==> src/rtl/pixel_write_queue.sv <==
// Set-pixel / clear-screen write queue: buffers decoder commands, maps (x,y) to a
// linear framebuffer address and issues single-cycle writes around scanout.
module pixel_write_queue #(
    parameter int FB_W   = 160,
    parameter int FB_H   = 120,
    parameter int ADDR_W = 15,
    parameter int DEPTH  = 4
) (
    input  logic              i_clk,
    input  logic              i_rst_n,
    input  logic [9:0]        i_pixel_x,
    input  logic [9:0]        i_pixel_y,
    input  logic [11:0]       i_color,
    input  logic              i_set_pixel,
    input  logic              i_fill,
    input  logic [11:0]       i_fill_color,
    input  logic              i_scan_active,
    input  logic              i_clr_flags,
    output logic              o_busy,
    output logic              o_fb_we,
    output logic [ADDR_W-1:0] o_fb_addr,
    output logic [11:0]       o_fb_data,
    output logic              o_overflow,
    output logic              o_dropped
);
    localparam int PW    = $clog2(DEPTH);
    localparam int LW    = 20 + ADDR_W;
    localparam int TOTAL = FB_W * FB_H;
    localparam logic [ADDR_W-1:0] LAST_ADDR = ADDR_W'(TOTAL - 1);
    localparam logic [ADDR_W:0]   TOTAL_L   = (ADDR_W + 1)'(TOTAL);
    localparam logic [9:0]        FB_W_L    = 10'(FB_W);
    localparam logic [9:0]        FB_H_L    = 10'(FB_H);

    typedef enum logic {RUN, FILL} state_t;
    state_t state, state_nxt;

    logic [31:0]       mem [DEPTH];
    logic [PW-1:0]     wr_ptr, rd_ptr;
    logic [PW:0]       count, count_nxt;
    logic              push, pop;
    logic [31:0]       head;
    logic [LW-1:0]     lin;
    logic              in_range;

    logic              a_valid;
    logic [ADDR_W-1:0] a_addr;
    logic [11:0]       a_data;
    logic              b_valid;

    logic              fill_pending;
    logic [11:0]       fill_color;
    logic [ADDR_W:0]   fill_idx;
    logic              fill_more, fill_load, fill_restart;
    logic              b_done, b_free, a_adv, a_free;

    assign push      = i_set_pixel & ~o_busy;
    assign head      = mem[rd_ptr];
    assign lin       = LW'(head[21:12]) * LW'(FB_W) + LW'(head[31:22]);
    assign in_range  = (head[31:22] < FB_W_L) && (head[21:12] < FB_H_L);

    assign b_done    = b_valid & ~i_scan_active;
    assign b_free    = ~b_valid | b_done;
    assign a_adv     = a_valid & b_free;
    assign a_free    = ~a_valid | a_adv;
    // Draining continues while a fill waits: only entries accepted before the
    // fill (busy blocks later ones) can be in the FIFO, and they must go first.
    assign pop       = (count != '0) & a_free & (state == RUN);
    assign count_nxt = count + (PW + 1)'(push) - (PW + 1)'(pop);

    assign fill_more    = (fill_idx != TOTAL_L);
    assign fill_restart = i_fill & (state == FILL);
    assign fill_load    = (state == FILL) & b_free & fill_more & ~i_fill;

    assign o_fb_we = b_valid & ~i_scan_active;

    always_comb begin
        state_nxt = state;
        case (state)
            RUN:  if (fill_pending && count == '0 && !a_valid && !b_valid) state_nxt = FILL;
            FILL: if (!i_fill && b_done && o_fb_addr == LAST_ADDR && !fill_more) state_nxt = RUN;
            default: state_nxt = RUN;
        endcase
    end

    always_ff @(posedge i_clk) begin
        if (push) mem[wr_ptr] <= {i_pixel_x, i_pixel_y, i_color};
    end

    always_ff @(posedge i_clk or negedge i_rst_n) begin
        if (!i_rst_n) begin
            state        <= RUN;
            wr_ptr       <= '0;
            rd_ptr       <= '0;
            count        <= '0;
            a_valid      <= 1'b0;
            a_addr       <= '0;
            a_data       <= '0;
            b_valid      <= 1'b0;
            o_fb_addr    <= '0;
            o_fb_data    <= '0;
            fill_pending <= 1'b0;
            fill_color   <= '0;
            fill_idx     <= '0;
            o_busy       <= 1'b0;
            o_overflow   <= 1'b0;
            o_dropped    <= 1'b0;
        end else begin
            state <= state_nxt;
            count <= count_nxt;
            if (push) wr_ptr <= wr_ptr + 1'b1;
            if (pop)  rd_ptr <= rd_ptr + 1'b1;

            if (pop) begin
                a_valid <= in_range;
                a_addr  <= lin[ADDR_W-1:0];
                a_data  <= head[11:0];
            end else if (a_adv) begin
                a_valid <= 1'b0;
            end

            // A restart abandons the queued fill write and begins again at 0.
            if (fill_restart) begin
                b_valid <= 1'b0;
            end else if (a_adv) begin
                b_valid   <= 1'b1;
                o_fb_addr <= a_addr;
                o_fb_data <= a_data;
            end else if (fill_load) begin
                b_valid   <= 1'b1;
                o_fb_addr <= fill_idx[ADDR_W-1:0];
                o_fb_data <= fill_color;
            end else if (b_done) begin
                b_valid <= 1'b0;
            end

            if (fill_restart || state == RUN) fill_idx <= '0;
            else if (fill_load)               fill_idx <= fill_idx + 1'b1;

            if (i_fill) begin
                fill_pending <= 1'b1;
                fill_color   <= i_fill_color;
            end else if (state == FILL && state_nxt == RUN) begin
                fill_pending <= 1'b0;
            end

            o_busy <= (count_nxt == (PW + 1)'(DEPTH)) | i_fill | fill_pending | (state == FILL);

            if (i_set_pixel && o_busy) o_overflow <= 1'b1;
            else if (i_clr_flags)      o_overflow <= 1'b0;

            if (pop && !in_range)      o_dropped <= 1'b1;
            else if (i_clr_flags)      o_dropped <= 1'b0;
        end
    end
endmodule

==> config.mk <==
export PLATFORM = sky130hd
export DESIGN_NAME = pixel_write_queue
export DESIGN_NICKNAME = d
export VERILOG_FILES = /design/src/rtl/pixel_write_queue.sv
export SDC_FILE = /design/constraint.sdc
export NUM_CORES = 1
export LEC_CHECK = 0
export ABC_AREA = 1
export CAP_MARGIN = 15
export CORE_ASPECT_RATIO = 1.75
export CORE_UTILIZATION = 55
export DETAILED_ROUTE_END_ITERATION = 8
export GPL_ROUTABILITY_DRIVEN = 0
export PLACE_DENSITY_LB_ADDON = 0.1
export RECOVER_POWER = 50
export SLEW_MARGIN = 20
export SYNTH_ARGS = -nofsm -noshare
export SYNTH_HDL_FRONTEND = slang
export SYNTH_SLANG_ARGS = --single-unit
==> constraint.sdc <==
create_clock -name i_clk -period 4 [get_ports i_clk]
set_input_delay 0.8 -clock i_clk [delete_from_list [all_inputs] [get_ports i_clk]]
set_output_delay 0.8 -clock i_clk [all_outputs]
set_load 0.05 [all_outputs]
After elaboration in Yosys (flattened, before gate mapping)
Memory sizes are Yosys's and may differ from the RTL's.
Index checks and enable logic that the tools add are counted.
- register bits after elaboration: 96
- bits in writable memories: 128
- bits of input ports: 50
- output and inout port bits: 31
- word-level logic and storage cells: 99
- memories kept: 1
- memories (name ; depth ; width ; rd ports ; clocked after memory_dff ; write ports ; line ; source):
    mem ; 4 ; 32 ; 1 ; 0 ; 1 ; 37 ; logic [31:0] mem [DEPTH];
- $add $sub $neg: 6
- multipliers: 1
- magnitude comparators: 2
- equality and inequality tests: 3
- multiplexer cells: 22
- bitwise operators: 22
- reduce and logical (&&, ||, !) cells: 26
- operator list (kind ; number):
    $mux W16 ; 2
    $mux W15 ; 2
    $mux W12 ; 2
    $add A16 B1 Y16 const B ; 1
    $ne A16 B15 Y1 const B ; 1
    $add A15 B10 Y15 ; 1
    $eq A15 B15 Y1 const B ; 1
    $mux W1 ; 15
    $reduce_bool A2 Y1 ; 6
    $logic_and A1 B1 Y1 ; 10
    $lt A10 B7 Y1 const B ; 1
    $lt A10 B8 Y1 const B ; 1
    $mul A10 B3 Y10 const B ; 1
    $and A1 B1 Y1 ; 9
    $not A1 Y1 ; 8
    $logic_not A1 Y1 ; 5
    $or A1 B1 Y1 ; 5
    $add A2 B1 Y2 const B ; 2
    $reduce_bool A4 Y1 ; 1
    $add A3 B1 Y3 ; 1
    $eq A3 B3 Y1 const B ; 1
    $logic_not A3 Y1 ; 1
    $reduce_bool A3 Y1 ; 1
    $sub A3 B1 Y3 ; 1
    other kinds (3) ; 3

Logic depth before layout (Yosys ltp)
Gate-level depths: netlist of the first run.
- depth after elaboration: 12
- depth in mapped cells: 21
- depth with buffers taken out: 20

Worst setup path after synthesis of the first run
Ideal clock, no wire load.
- path kind: reg2reg
- start point: register rd_ptr[0]
- end point: register a_addr[14]
- library setup time: 0.117 ns
- arrival time: 3.231 ns
- required time: 3.883 ns
- path slack: 0.651 ns
- stages on the path, launching flop included: 21
- path buffers: 2
- period minus slack after synthesis: 3.349 ns
- cell sequence: dfrtp_1 > inv_1 > buf_2 > clkbuf_1 > nand2_1 > a32oi_1 > ha_1 > ha_1 > fa_1 > ha_1 > nand2_1 > nor2_1 > nand2_1 > nand3_1 > inv_1 > nor2_1 > nand3_1 > inv_1 > nand2_1 > nand3_1 > nand2_1
- cells in the longest elaborated chain, start to end: 3
- RTL lines (item ; line ; source):
    start: declaration ; 38 ; logic [PW-1:0] wr_ptr, rd_ptr;
    start signal: assignment ; 111 ; if (pop) rd_ptr <= rd_ptr + 1'b1;
    $mem_v2 Z4 W32 (*) ; - ;
    $mul A10 B3 Y10 ; 58 ; assign lin = LW'(head[21:12]) * LW'(FB_W) + LW'(head[31:22]);
    $add A15 B10 Y15 (*) ; 58 ;
    end signal: assignment ; 115 ; a_addr <= lin[ADDR_W-1:0];
    end: declaration ; 46 ; logic [ADDR_W-1:0] a_addr;
Mark *: on every way between the ends. The rest lies on a longest branch, timed or not.
A chain may end at the register's enable or synchronous reset.

Final worst setup path of the first run
Ends and elaborated chain as after synthesis.

==> flow_summary.toml, run 1 <==
[logic_synthesis]
ys_seq_area_share_pct = 61.6
synth.avg_cell_area_um2 = 10.3
synth_edf_count = 128
synth_area_leader_cell = "edfxtp_1"
synth.most_common_cell = "nand2_1"
synthArstFlopShare_pct = 42.9
yosysTopAreaCellShare_pct = 37.9
syn_nets = 1064
ys_types = 41
netlist_top_cells_count = "230 x nand2_1, 128 x edfxtp_1, 96 x dfrtp_1"
yosys_warnings = 0
yosys_register_bits = 224
syn_area_mm2 = 0.0101
synth_flop_cell = "edfxtp_1"
synth_cells = 985
synth_area_leaders = "edfxtp_1 38%, dfrtp_1 24%, nand2_1 8.5%, o21ai_0 4.2%, nor2_1 3.3%"

[sta]
max-slew-margin-rel_pct = -18.4
fmax_mhz = 280
final.min_clock_period_ps = 3570
fin_crit_sh_pct = 89.2
rsz0062_at_grt = "false"
maxSlewViolCount = 73
skew_ps = 11.2
worst_slew_pin_slew_ps = 1780
hold_violations = 0
finalSetupTns_ps = 0
setup_viol = 0

[setup_path]
critPathLaunch = "rd_ptr[0]$_DFFE_PN0P_"
cp_slowest_cell = "dfrtp_2"
worstSetupStartpointType = "register"
slowest_delay_ps = 480
r2r_start = "rd_ptr[0]$_DFFE_PN0P_"
crit_path_frequent_cell = "nand2_1"
cp.required_ps = 4390
cp_cell_sequence = "inv_1, buf_4, o21ai_0, o22ai_1, ha_1, ha_1, fa_1, ha_1, nand2_1, nor2_1, nand2_1, nand3_1, inv_1, nor2_1, nand3_1, inv_1, nand2_1, nand3_1, nand2_1"
worstSetupPathType = "reg2reg"
r2r_slack_ps = 430
cp_top_family = "adder cells"
crit_path_end_kind = "register"
worstPathMaxFanout = 12
crit_buf_inv = 4
critPathArrivalTime_ps = 3960

[routing]
routed_via_density = 5.34
post_drt_wl_per_cell_um = 15.7
dr.pass1.iters = 4
vias = 7005
ant_nets = 0
drc = 0
drt_iter0_drc = 335
drt-total-wl_um = 20600

[floorplanning]
initial_core_util_pct = 56.2
die_w_um = 105
dieArea_mm2 = 0.0190
core_area_mm2 = 0.0181
num_rows = 65
die_h_um = 182
ioPinCount = 81

[place]
place_area_mm2 = 0.0112
hpwl_um = 13900
port_buffers = 80
dp.cells = 1276

[clocking]
cts_tree = "built"
clkSinkCount = 224
post_cts_resized = 0
cts_hold_buffers = 0
cts_htree_levels = 1
clock_path_buffers = 3
post_cts_buffers = 0
clk_latency_ps = 490
clkTransAtPathRegs_ps = 70
cts-root-buf = "clkbuf_16"
cts_buffers = 20

[finish]
stdcell_count = 1312
final_area_mm2 = 0.0118
antennaDiodeCount = 0
fin_util_pct = 65.4
drive_gt1_share_pct = 8.44
nets = 1143
area_growth_syn_to_layout_pct = 16.5

[outcome]
violations = "max-capacitance violations, max-slew violations"
status = "finished, violations left"

[global_routing]
grt_max_degree = 73
grt_first_pass_wirelength_um = 33700
grt_usage_pct = 22.2
grt_pass1_vias = 6860
antenna_found_initial = 0
grt_remaining_overflow = 0

[power_and_ir_drop]
powerDensity_mw_per_mm2 = 404
finalPower_mw = 4.77
p_leak_nw = 4.91
ir_drop_v = 0.000448

[run]
drv_cap = 1

[worst_hold_path]
min_from = "a_addr[13]$_DFFE_PN0P_"
hp-class = "reg2reg"
final cells by class:
cell class	instances	area, um2
Tap cell	234	293
Clock buffer	26	554
Inverter	85	322
Multi-Input combinational cell	636	3360
Fill cell	1503	6240
Clock inverter	10	103
Timing Repair Buffer	97	937
Sequential cell	224	6250
final timing paths:
path / cells after the start / endpoint
min: 2 / a_addr[13]$_DFFE_PN0P_
max: 19 / a_addr[14]$_DFFE_PN0P_
min reg2reg: 2 / a_addr[13]$_DFFE_PN0P_
max in group asynchronous: 2 / o_fb_data[3]$_DFFE_PN0P_
max reg2reg: 19 / a_addr[14]$_DFFE_PN0P_
min in group asynchronous: 1 / o_fb_data[4]$_DFFE_PN0P_
layer usage:
metal / up-vias / part of all wire [%] / GRT usage [%]
li1: 3487 / - / -
met1: 3322 / 41 / 26.4
met2: 153 / 53 / 41.0
met3: 43 / 3.4 / 2.23
met4: 0 / 2.9 / 8.68
met5: - / 0 / 0
flip-flops by register name (all words and copies together), names as in the netlist:
signal        count
o_fb_addr        15
o_dropped         1
fill_idx         16
count             3
o_fb_data        12
a_valid           1
fill_color       12
o_busy            1
mem             128
state             1
a_addr           15
o_overflow        1
wr_ptr            2
a_data           12
b_valid           1
rd_ptr            2
fill_pending      1
power by group:
group / internal (mW) / leakage (nW) / switching [mW]
registers: 2.49 / 2.34 / 0.0257
clock network: 1.11 / 0.310 / 0.806
logic: 0.121 / 2.26 / 0.224
cell usage in the layout (no fill, tap or decap), types with 7 or more instances in the layout:
master	n
clkbuf_1	7
clkdlybuf4s50_1	44
o31ai_1	8
o21ai_2	23
edfxtp_1	128
dfrtp_1	95
nand3_1	48
dlygate4sd3_1	35
o21ai_0	86
clkbuf_16	21
nor3_1	8
ha_1	26
buf_4	12
nor2_1	86
xor2_1	13
nand4_1	8
o22ai_1	20
o21ai_1	7
nand2_1	230
a21oi_1	38
inv_1	80
logic make-up after synthesis:
kind of cell / after synthesis / synth area share [%]
AND/OR/NAND/NOR: 402 / 16.9
multiplexers: 1 / 0.0987
buffers and inverters: 125 / 5.40
flip-flops: 224 / 61.6
AO/OA/AOI/OAI: 186 / 10.6
adder cells (fa/ha/maj): 29 / 3.80
XOR/XNOR: 18 / 1.63
stage by stage:
stage	setup slack (ps)	hold slack, ps
floorplan	651	442
global placement	584	455
detailed placement	474	459
CTS	418	464
global route	201	498
finish	430	473
worst reg2reg max path, cell delays in order (launching register included):
cell and delay (ps):
dfrtp_2 480, inv_1 250, buf_4 250, o21ai_0 90
o22ai_1 240, ha_1 220, ha_1 210, fa_1 450
ha_1 350, nand2_1 80, nor2_1 100, nand2_1 60
nand3_1 110, inv_1 60, nor2_1 180, nand3_1 120
inv_1 70, nand2_1 50, nand3_1 60, nand2_1 50
No activity file was read; power rests on OpenSTA's default activity.
==> run 2, diff against run 1 <==
Settings changed: HOLD_SLACK_MARGIN set to 0.02.
==> results of run 2 <==
Same layout as run 1: the final DEF is identical, and so are final timing and power.
==> run 3, diff against run 2 <==
Settings changed: ABC_CLOCK_PERIOD_IN_PS set to 4000, TNS_END_PERCENT set to 5.
==> results of run 3 <==
Same layout as run 1: the final DEF is identical, and so are final timing and power.
